--- config.mk ---
export PLATFORM = sky130hd
export DESIGN_NAME = vga_timing_generator
export DESIGN_NICKNAME = d
export VERILOG_FILES = /design/src/rtl/vga_timing_generator.sv
export SDC_FILE = /design/constraint.sdc
export NUM_CORES = 1
export LEC_CHECK = 0
export BUFFER_PORTS_ARGS = -buffer_cell sky130_fd_sc_hd__buf_2
export CAP_MARGIN = 25
export CORE_AREA = 4 4 70 72
export DETAILED_ROUTE_END_ITERATION = 8
export DIE_AREA = 0 0 74 76
export GPL_ROUTABILITY_DRIVEN = 0
export GPL_TIMING_DRIVEN = 0
export PLACE_DENSITY = 0.74
export SLEW_MARGIN = 25
export SYNTH_ARGS = -nofsm -noshare
export SYNTH_HDL_FRONTEND = slang
export SYNTH_SLANG_ARGS = --single-unit
--- constraint.sdc ---
create_clock -name clk -period 2.2 [get_ports clk]
set_input_delay 0.66 -clock clk [delete_from_list [all_inputs] [get_ports clk]]
set_output_delay 0.66 -clock clk [all_outputs]
set_load 0.02 [all_outputs]
--- src/rtl/vga_timing_generator.sv ---
// VGA timing generator: walks the pixel/line counters shared with the PPU,
// delays sync and blanking to match the PPU's colour latency, and drives
// 2-bit-per-channel RGB plus frame/vblank status for the game logic.
module vga_timing_generator #(
  parameter int H_ACTIVE       = 640,
  parameter int H_FRONT        = 16,
  parameter int H_SYNC         = 96,
  parameter int H_BACK         = 48,
  parameter int V_ACTIVE       = 480,
  parameter int V_FRONT        = 10,
  parameter int V_SYNC         = 2,
  parameter int V_BACK         = 33,
  parameter int COLOUR_LATENCY = 3
) (
  input  logic       clk,
  input  logic       reset,
  input  logic       colour,
  output logic [9:0] counter_H,
  output logic [9:0] counter_V,
  output logic       hsync,
  output logic       vsync,
  output logic       display_on,
  output logic [5:0] rgb,
  output logic       vblank,
  output logic       frame_start,
  output logic [7:0] frame_count
);

  localparam int H_TOTAL = H_ACTIVE + H_FRONT + H_SYNC + H_BACK;
  localparam int V_TOTAL = V_ACTIVE + V_FRONT + V_SYNC + V_BACK;
  localparam int LAT     = COLOUR_LATENCY;

  // Last counter value of each phase; the phase changes on the following edge.
  localparam logic [9:0] H_ACT_END = 10'(H_ACTIVE - 1);
  localparam logic [9:0] H_FP_END  = 10'(H_ACTIVE + H_FRONT - 1);
  localparam logic [9:0] H_SY_END  = 10'(H_ACTIVE + H_FRONT + H_SYNC - 1);
  localparam logic [9:0] H_LAST    = 10'(H_TOTAL - 1);
  localparam logic [9:0] V_ACT_END = 10'(V_ACTIVE - 1);
  localparam logic [9:0] V_FP_END  = 10'(V_ACTIVE + V_FRONT - 1);
  localparam logic [9:0] V_SY_END  = 10'(V_ACTIVE + V_FRONT + V_SYNC - 1);
  localparam logic [9:0] V_LAST    = 10'(V_TOTAL - 1);

  typedef enum logic [1:0] {PH_ACTIVE, PH_FRONT, PH_SYNC, PH_BACK} phase_t;

  phase_t h_state, h_next;
  phase_t v_state, v_next;
  logic   h_last, v_last, frame_wrap;

  assign h_last     = (counter_H == H_LAST);
  assign v_last     = (counter_V == V_LAST);
  assign frame_wrap = h_last && v_last;

  // Phase state registers for both axes.
  always_ff @(posedge clk) begin
    if (!reset) begin
      h_state <= PH_ACTIVE;
      v_state <= PH_ACTIVE;
    end else begin
      h_state <= h_next;
      v_state <= v_next;
    end
  end

  // Horizontal phase steps every pixel, leaving a phase at its last column.
  always_comb begin
    h_next = h_state;
    case (h_state)
      PH_ACTIVE: if (counter_H == H_ACT_END) h_next = PH_FRONT;
      PH_FRONT:  if (counter_H == H_FP_END)  h_next = PH_SYNC;
      PH_SYNC:   if (counter_H == H_SY_END)  h_next = PH_BACK;
      PH_BACK:   if (h_last)                 h_next = PH_ACTIVE;
      default:                               h_next = PH_ACTIVE;
    endcase
  end

  // Vertical phase only moves on the horizontal wrap.
  always_comb begin
    v_next = v_state;
    if (h_last) begin
      case (v_state)
        PH_ACTIVE: if (counter_V == V_ACT_END) v_next = PH_FRONT;
        PH_FRONT:  if (counter_V == V_FP_END)  v_next = PH_SYNC;
        PH_SYNC:   if (counter_V == V_SY_END)  v_next = PH_BACK;
        PH_BACK:   if (v_last)                 v_next = PH_ACTIVE;
        default:                               v_next = PH_ACTIVE;
      endcase
    end
  end

  // Pixel/line counters presented to the PPU.
  always_ff @(posedge clk) begin
    if (!reset) begin
      counter_H <= '0;
      counter_V <= '0;
    end else if (h_last) begin
      counter_H <= '0;
      counter_V <= v_last ? 10'd0 : counter_V + 10'd1;
    end else begin
      counter_H <= counter_H + 10'd1;
    end
  end

  // Frame pulse and count update together on the (last,last) -> (0,0) edge,
  // so a reset never looks like a frame start.
  always_ff @(posedge clk) begin
    if (!reset) begin
      frame_start <= 1'b0;
      frame_count <= '0;
    end else begin
      frame_start <= frame_wrap;
      if (frame_wrap) frame_count <= frame_count + 8'd1;
    end
  end

  // vblank follows the counters directly so game logic sees it undelayed.
  assign vblank = (v_state != PH_ACTIVE);

  // Delay line: index 0 is the raw per-position value, index k is k cycles old.
  logic           act_raw, hs_raw, vs_raw;
  logic [LAT-1:0] act_q, hs_q, vs_q;
  logic [LAT:0]   act_pipe, hs_pipe, vs_pipe;

  assign act_raw  = (h_state == PH_ACTIVE) && (v_state == PH_ACTIVE);
  assign hs_raw   = (h_state != PH_SYNC);
  assign vs_raw   = (v_state != PH_SYNC);
  assign act_pipe = {act_q, act_raw};
  assign hs_pipe  = {hs_q, hs_raw};
  assign vs_pipe  = {vs_q, vs_raw};

  // Shift the blanking/sync history; reset flushes it so no stale pulse leaks out.
  always_ff @(posedge clk) begin
    if (!reset) begin
      act_q <= '0;
      hs_q  <= '1;
      vs_q  <= '1;
    end else begin
      act_q <= act_pipe[LAT-1:0];
      hs_q  <= hs_pipe[LAT-1:0];
      vs_q  <= vs_pipe[LAT-1:0];
    end
  end

  assign display_on = act_pipe[LAT];
  assign hsync      = hs_pipe[LAT];
  assign vsync      = vs_pipe[LAT];

  // Colour arrives one cycle before output; register it, forced black outside active video.
  always_ff @(posedge clk) begin
    if (!reset) rgb <= '0;
    else        rgb <= act_pipe[LAT-1] ? {6{colour}} : 6'b0;
  end

endmodule

# ---- After elaboration in Yosys (flattened, before gate mapping)
# Cells that the tools add are included.
dict set report totals {
  register_bits 43
  in_bits 3
  wordCells 58
}
dict set report op_classes {
  n_addsub 3
  n_eq_ne 24
  muxes 11
  bitwise 1
  n_reduce_logical 9
}
# operator n
set ops {}
lappend ops {{10-bit == test (second input constant)} 5}
lappend ops {{10-bit by 9-bit == test with 1-bit output (second input constant)} 3}
lappend ops {{10-bit by 1-bit adder with 10-bit output (second input constant)} 2}
lappend ops {{2-bit != test (second input constant)} 10}
lappend ops {{2-bit 2-to-1 mux} 8}
lappend ops {{2-bit case mux with 4 select lines} 2}
lappend ops {{10-bit 2-to-1 mux} 1}
lappend ops {{8-bit by 1-bit adder with 8-bit output (second input constant)} 1}
lappend ops {{2-bit == test (second input constant)} 4}
lappend ops {{5-bit AND reduction} 1}
lappend ops {{2-bit by 1-bit == test with 1-bit output (second input constant)} 2}
lappend ops {{2-bit zero test} 2}
lappend ops {{4-bit AND reduction} 1}
lappend ops {{1-bit logical AND} 2}
lappend ops {{2-bit AND reduction} 1}
lappend ops {{2-bit nonzero test} 1}
lappend ops {{2-bit OR reduction} 1}
lappend ops {{1-bit NOT} 1}

# ---- Depth between registers and ports, before layout
dict set report depth {
  depth_word 3
  mapped_depth 7
  mapped_depth_nobuf 7
}

# ---- Least setup slack after synthesis
# OpenSTA, ideal clock, no wires.
dict set report synth_timing {
  kind {reg2reg}
  startpoint {reg counter_V[4]}
  endpoint {reg v_state[0]}
  arrival_time_ns 2.190
  required_ns 2.109
  setup_slack_ns -0.081
  stages_incl_launch_ff 7
  path_cell_list {dfxtp_1 -> buf_6 -> or4_4 -> or4_4 -> a221oi_4 -> a21oi_1 -> a311oi_1}
}
dict set report synth_between {
  elab_chain_len 3
  word_cells_on_any_way 9
  cone_classes {eq/ne (8); reduce/logical (1)}
}
# item line_no
set synth_lines {}
lappend synth_lines {{start, declared} 19} ;# output logic [9:0] counter_V,
lappend synth_lines {{start signal, assigned} 97} ;# counter_V <= v_last ? 10'd0 : counter_V + 10'd1;
lappend synth_lines {{10-bit by 9-bit == test with 1-bit output, or another cell as far along} 83} ;# PH_SYNC: if (counter_V == V_SY_END) v_next = PH_BACK;
lappend synth_lines {{2-bit != test (no line)} n/a}
lappend synth_lines {{5-bit AND reduction (no line) (*)} n/a}
lappend synth_lines {{end signal, assigned} 60} ;# v_state <= v_next;
lappend synth_lines {{end, declared} 46} ;# phase_t v_state, v_next;
# Every way passes the cells marked *; elsewhere a longest branch is shown, timed or not.
# A chain may end at the register's enable or synchronous reset.

# ---- Final worst setup path
dict set report layout_timing {
  startpoint {reg counter_V[8]}
  endpoint {reg v_state[1]}
}
# The elaborated chain is that of the path after synthesis.

==> impl_metrics.json <==
{
  "status": "complete, no violations",
  "drive_gt1_frac": 0.262,
  "drc": 0,
  "p_seq_frac": 0.525,
  "synth-edff-count": 0,
  "synth_cells": 222,
  "crit_chain": "or4_4 -> or4_4 -> a221oi_4 -> buf_4 -> nand3_2 -> a21oi_2",
  "clk_path_buf_depth": 2,
  "cts-root-buf": "clkbuf_8",
  "first_iter_violations": 73,
  "synthFlopType": "dfxtp_1",
  "async_flop_share": 0,
  "start_kind": "flop",
  "grt_overflow": 0,
  "cts_tree": "built",
  "setup_tns_ps": 0,
  "whs_ps": 412,
  "p_leak_nw": 1.09,
  "clkTransAtPathRegs_ps": 80,
  "grt_max_degree": 14,
  "hold_buffers": 0,
  "drv_cap": 0,
  "antenna_found_initial": 0,
  "numCtsBuffers": 5,
  "cp-startpoint": "counter_V[8]",
  "critical_path_buf_inv_count": 1,
  "seq_area_um2": 867,
  "ys_types": 41,
  "hold_class": "reg -> reg",
  "critical_path_class": "reg -> reg",
  "cpPeakStageDelay_ps": 540,
  "ant_nets": 0,
  "wl_per_cell_um": 12.8,
  "fmax_mhz": 457,
  "grt_usage": 0.155,
  "switching_share": 0.217,
  "core_area_um2": 4290,
  "fp.dieH_um": 76,
  "cts.sink_count": 43,
  "io_buffers": 41,
  "place_ws_ps": -34.4,
  "crit_fanout": 6,
  "cp.depth": 6,
  "reg2reg_from": "counter_V[8]",
  "fin_util": 0.571,
  "ys_ff_latch": 43,
  "power_density_nw_per_um2": 625,
  "ys_warn_count": 0,
  "setup_ws_ps": 13.3,
  "dieArea_um2": 5620,
  "stdcell_area_um2": 2450,
  "drt_pass1_iterations": 4,
  "first_global_vias": 1547,
  "yosysSeqAreaShare": 0.422,
  "tightestPinTransition_ps": 558,
  "finalCritPeriodShare": 0.994,
  "post-dp-hpwl_um": 3020,
  "htreeDepth": 2,
  "clock_latency_ps": 300,
  "hold_viol_final": 0,
  "num_antenna_cells": 0,
  "relSlewSlack": 0.628,
  "via_per_inst": 5.11,
  "wl_um": 4120,
  "ir_drop_mv": 0.490,
  "worstHoldPathCells": 1,
  "syn_nets": 239,
  "syn_area_per_cell_um2": 9.20,
  "syn_to_final_growth_pct": 20.1,
  "reg2reg_depth": 6,
  "cp_common_cell": "or4_4",
  "clkPwrFrac": 0.413,
  "syn-cell-area_um2": 2040,
  "setup_viol": 0,
  "fillers": 397,
  "cpLargestDelayFamily": "simple AND/OR/NAND/NOR gates",
  "critical_path_required_ps": 2430,
  "pwr-share-comb": 0.062,
  "p_int_w": 0.00120,
  "num_rows": 24,
  "slew_violations": 0,
  "pin_count": 42,
  "grt_setup_unrepaired": "yes",
  "fin_crit_ps": 2190,
  "multi_input_area_um2": 1090,
  "routed-via-count": 1649,
  "post_dp_cell_area_um2": 2320,
  "grt_pass1_wl_um": 7000,
  "end_kind": "flop",
  "cp.arrival_ps": 2420,
  "dieWidth_um": 74,
  "crit_slowest_cell": "or4_4",
  "hold_start": "hs_q[0]",
  "power.net_switching_w": 0.000333,
  "layout.nets": 287,
  "start_util": 0.476,
  "final.setup_skew_ps": 7.21
}
## power by group through the flow
stage	clock (W)	combinational, W	sequential, W
global placement	0	0.0000912	0.000822
floorplan	0	0.0000606	0.000828
detailed placement	0	0.0000957	0.000822
finish	0.000633	0.0000953	0.000804
global route	0.000682	0.000106	0.000806
CTS	0.000647	0.0000962	0.000804
## worst reg2reg max path: cells and delay by family (launching register included)
| family | cells | cell delay [ps] |
|---|---|---|
| AND/OR/NAND/NOR | 3 | 1150 |
| buffers and inverters | 1 | 170 |
| AO/OA/AOI/OAI | 2 | 460 |
| flip-flops | 1 | 360 |
## cells in the final DEF (no fill, tap or decap), drive strengths merged, types with 6 or more instances in the layout
master,netlist,routed
nand3,16,16
xor2,10,10
clkbuf,5,12
dfxtp,43,43
and3,9,9
buf,7,47
inv,10,10
a21oi,6,6
xnor2,11,11
ha,14,14
nor2,31,31
nand2,13,13
## registers in the layout (all words and copies together), names as in the netlist
signal	flops
act_q	3
counter_H	10
counter_V	10
frame_count	8
frame_start	1
h_state	2
hs_q	3
rgb	1
v_state	2
vs_q	3
## layer usage
layer	share of wire	routed length, um	GRT usage
met1	0.45	1850	0.191
met2	0.48	2000	0.254
met3	0.043	178	0.0409
met4	0.024	98	0.0562
met5	0	0	0
## area by class of cell
| class | count | area share |
|---|---|---|
| Multi-Input combinational cell | 157 | 0.444 |
| Sequential cell | 43 | 0.354 |
| Timing Repair Buffer | 42 | 0.0867 |
| Clock buffer | 6 | 0.0337 |
| Tap cell | 52 | 0.0265 |
| Buffer | 11 | 0.0260 |
| Inverter | 10 | 0.0153 |
| Clock inverter | 2 | 0.0143 |
## repair_timing
item                                    4_1_cts  5_1_grt
pin swaps                                     0        5
resized for setup                             1        6
endpoints found under the setup margin        2        4
buffers inserted                              0        1
## cell families (layout without fill, tap and decap cells)
family | count (synthesis) | count (layout) | synth area share
DFF | 43 | 43 | 0.422
and+or+nand+nor | 103 | 103 | 0.274
buffers and inverters | 22 | 71 | 0.0539
xor gates and xnor gates | 21 | 21 | 0.0901
adders and majority gates | 14 | 14 | 0.0858
AOI/OAI and AO/OA | 17 | 17 | 0.0650
muxes | 2 | 2 | 0.00980
## synth_stat cells, drive strengths merged, types with 2 or more instances
cell | n | share of area
nor3 | 5 | 0.012
nor4bb | 3 | 0.015
or4 | 4 | 0.018
nand4 | 4 | 0.012
a21oi | 6 | 0.015
and2 | 3 | 0.0092
nand3 | 16 | 0.039
and3 | 9 | 0.028
nand2b | 4 | 0.012
nor2 | 31 | 0.057
and4b | 3 | 0.015
dfxtp | 43 | 0.42
o31ai | 2 | 0.0074
ha | 14 | 0.086
inv | 10 | 0.018
clkbuf | 5 | 0.0092
buf | 7 | 0.026
nor4 | 3 | 0.012
mux2i | 2 | 0.0098
xor2 | 10 | 0.043
xnor2 | 11 | 0.047
nand2 | 13 | 0.024
## per-stage QoR
stage               std cells  power (W)
finish                    323    0.00153
detailed placement        315   0.000918
floorplan                 222   0.000889
global placement          315   0.000913
CTS                       323    0.00155
global route              323    0.00159
## worst paths after layout
check	end	slack [ps]
worst min register to register	hs_q[1]	410
worst max-delay path	v_state[1]	10
worst min-delay path	hs_q[1]	410
worst max register to register	v_state[1]	10
Power figures use the tool's default switching activity.
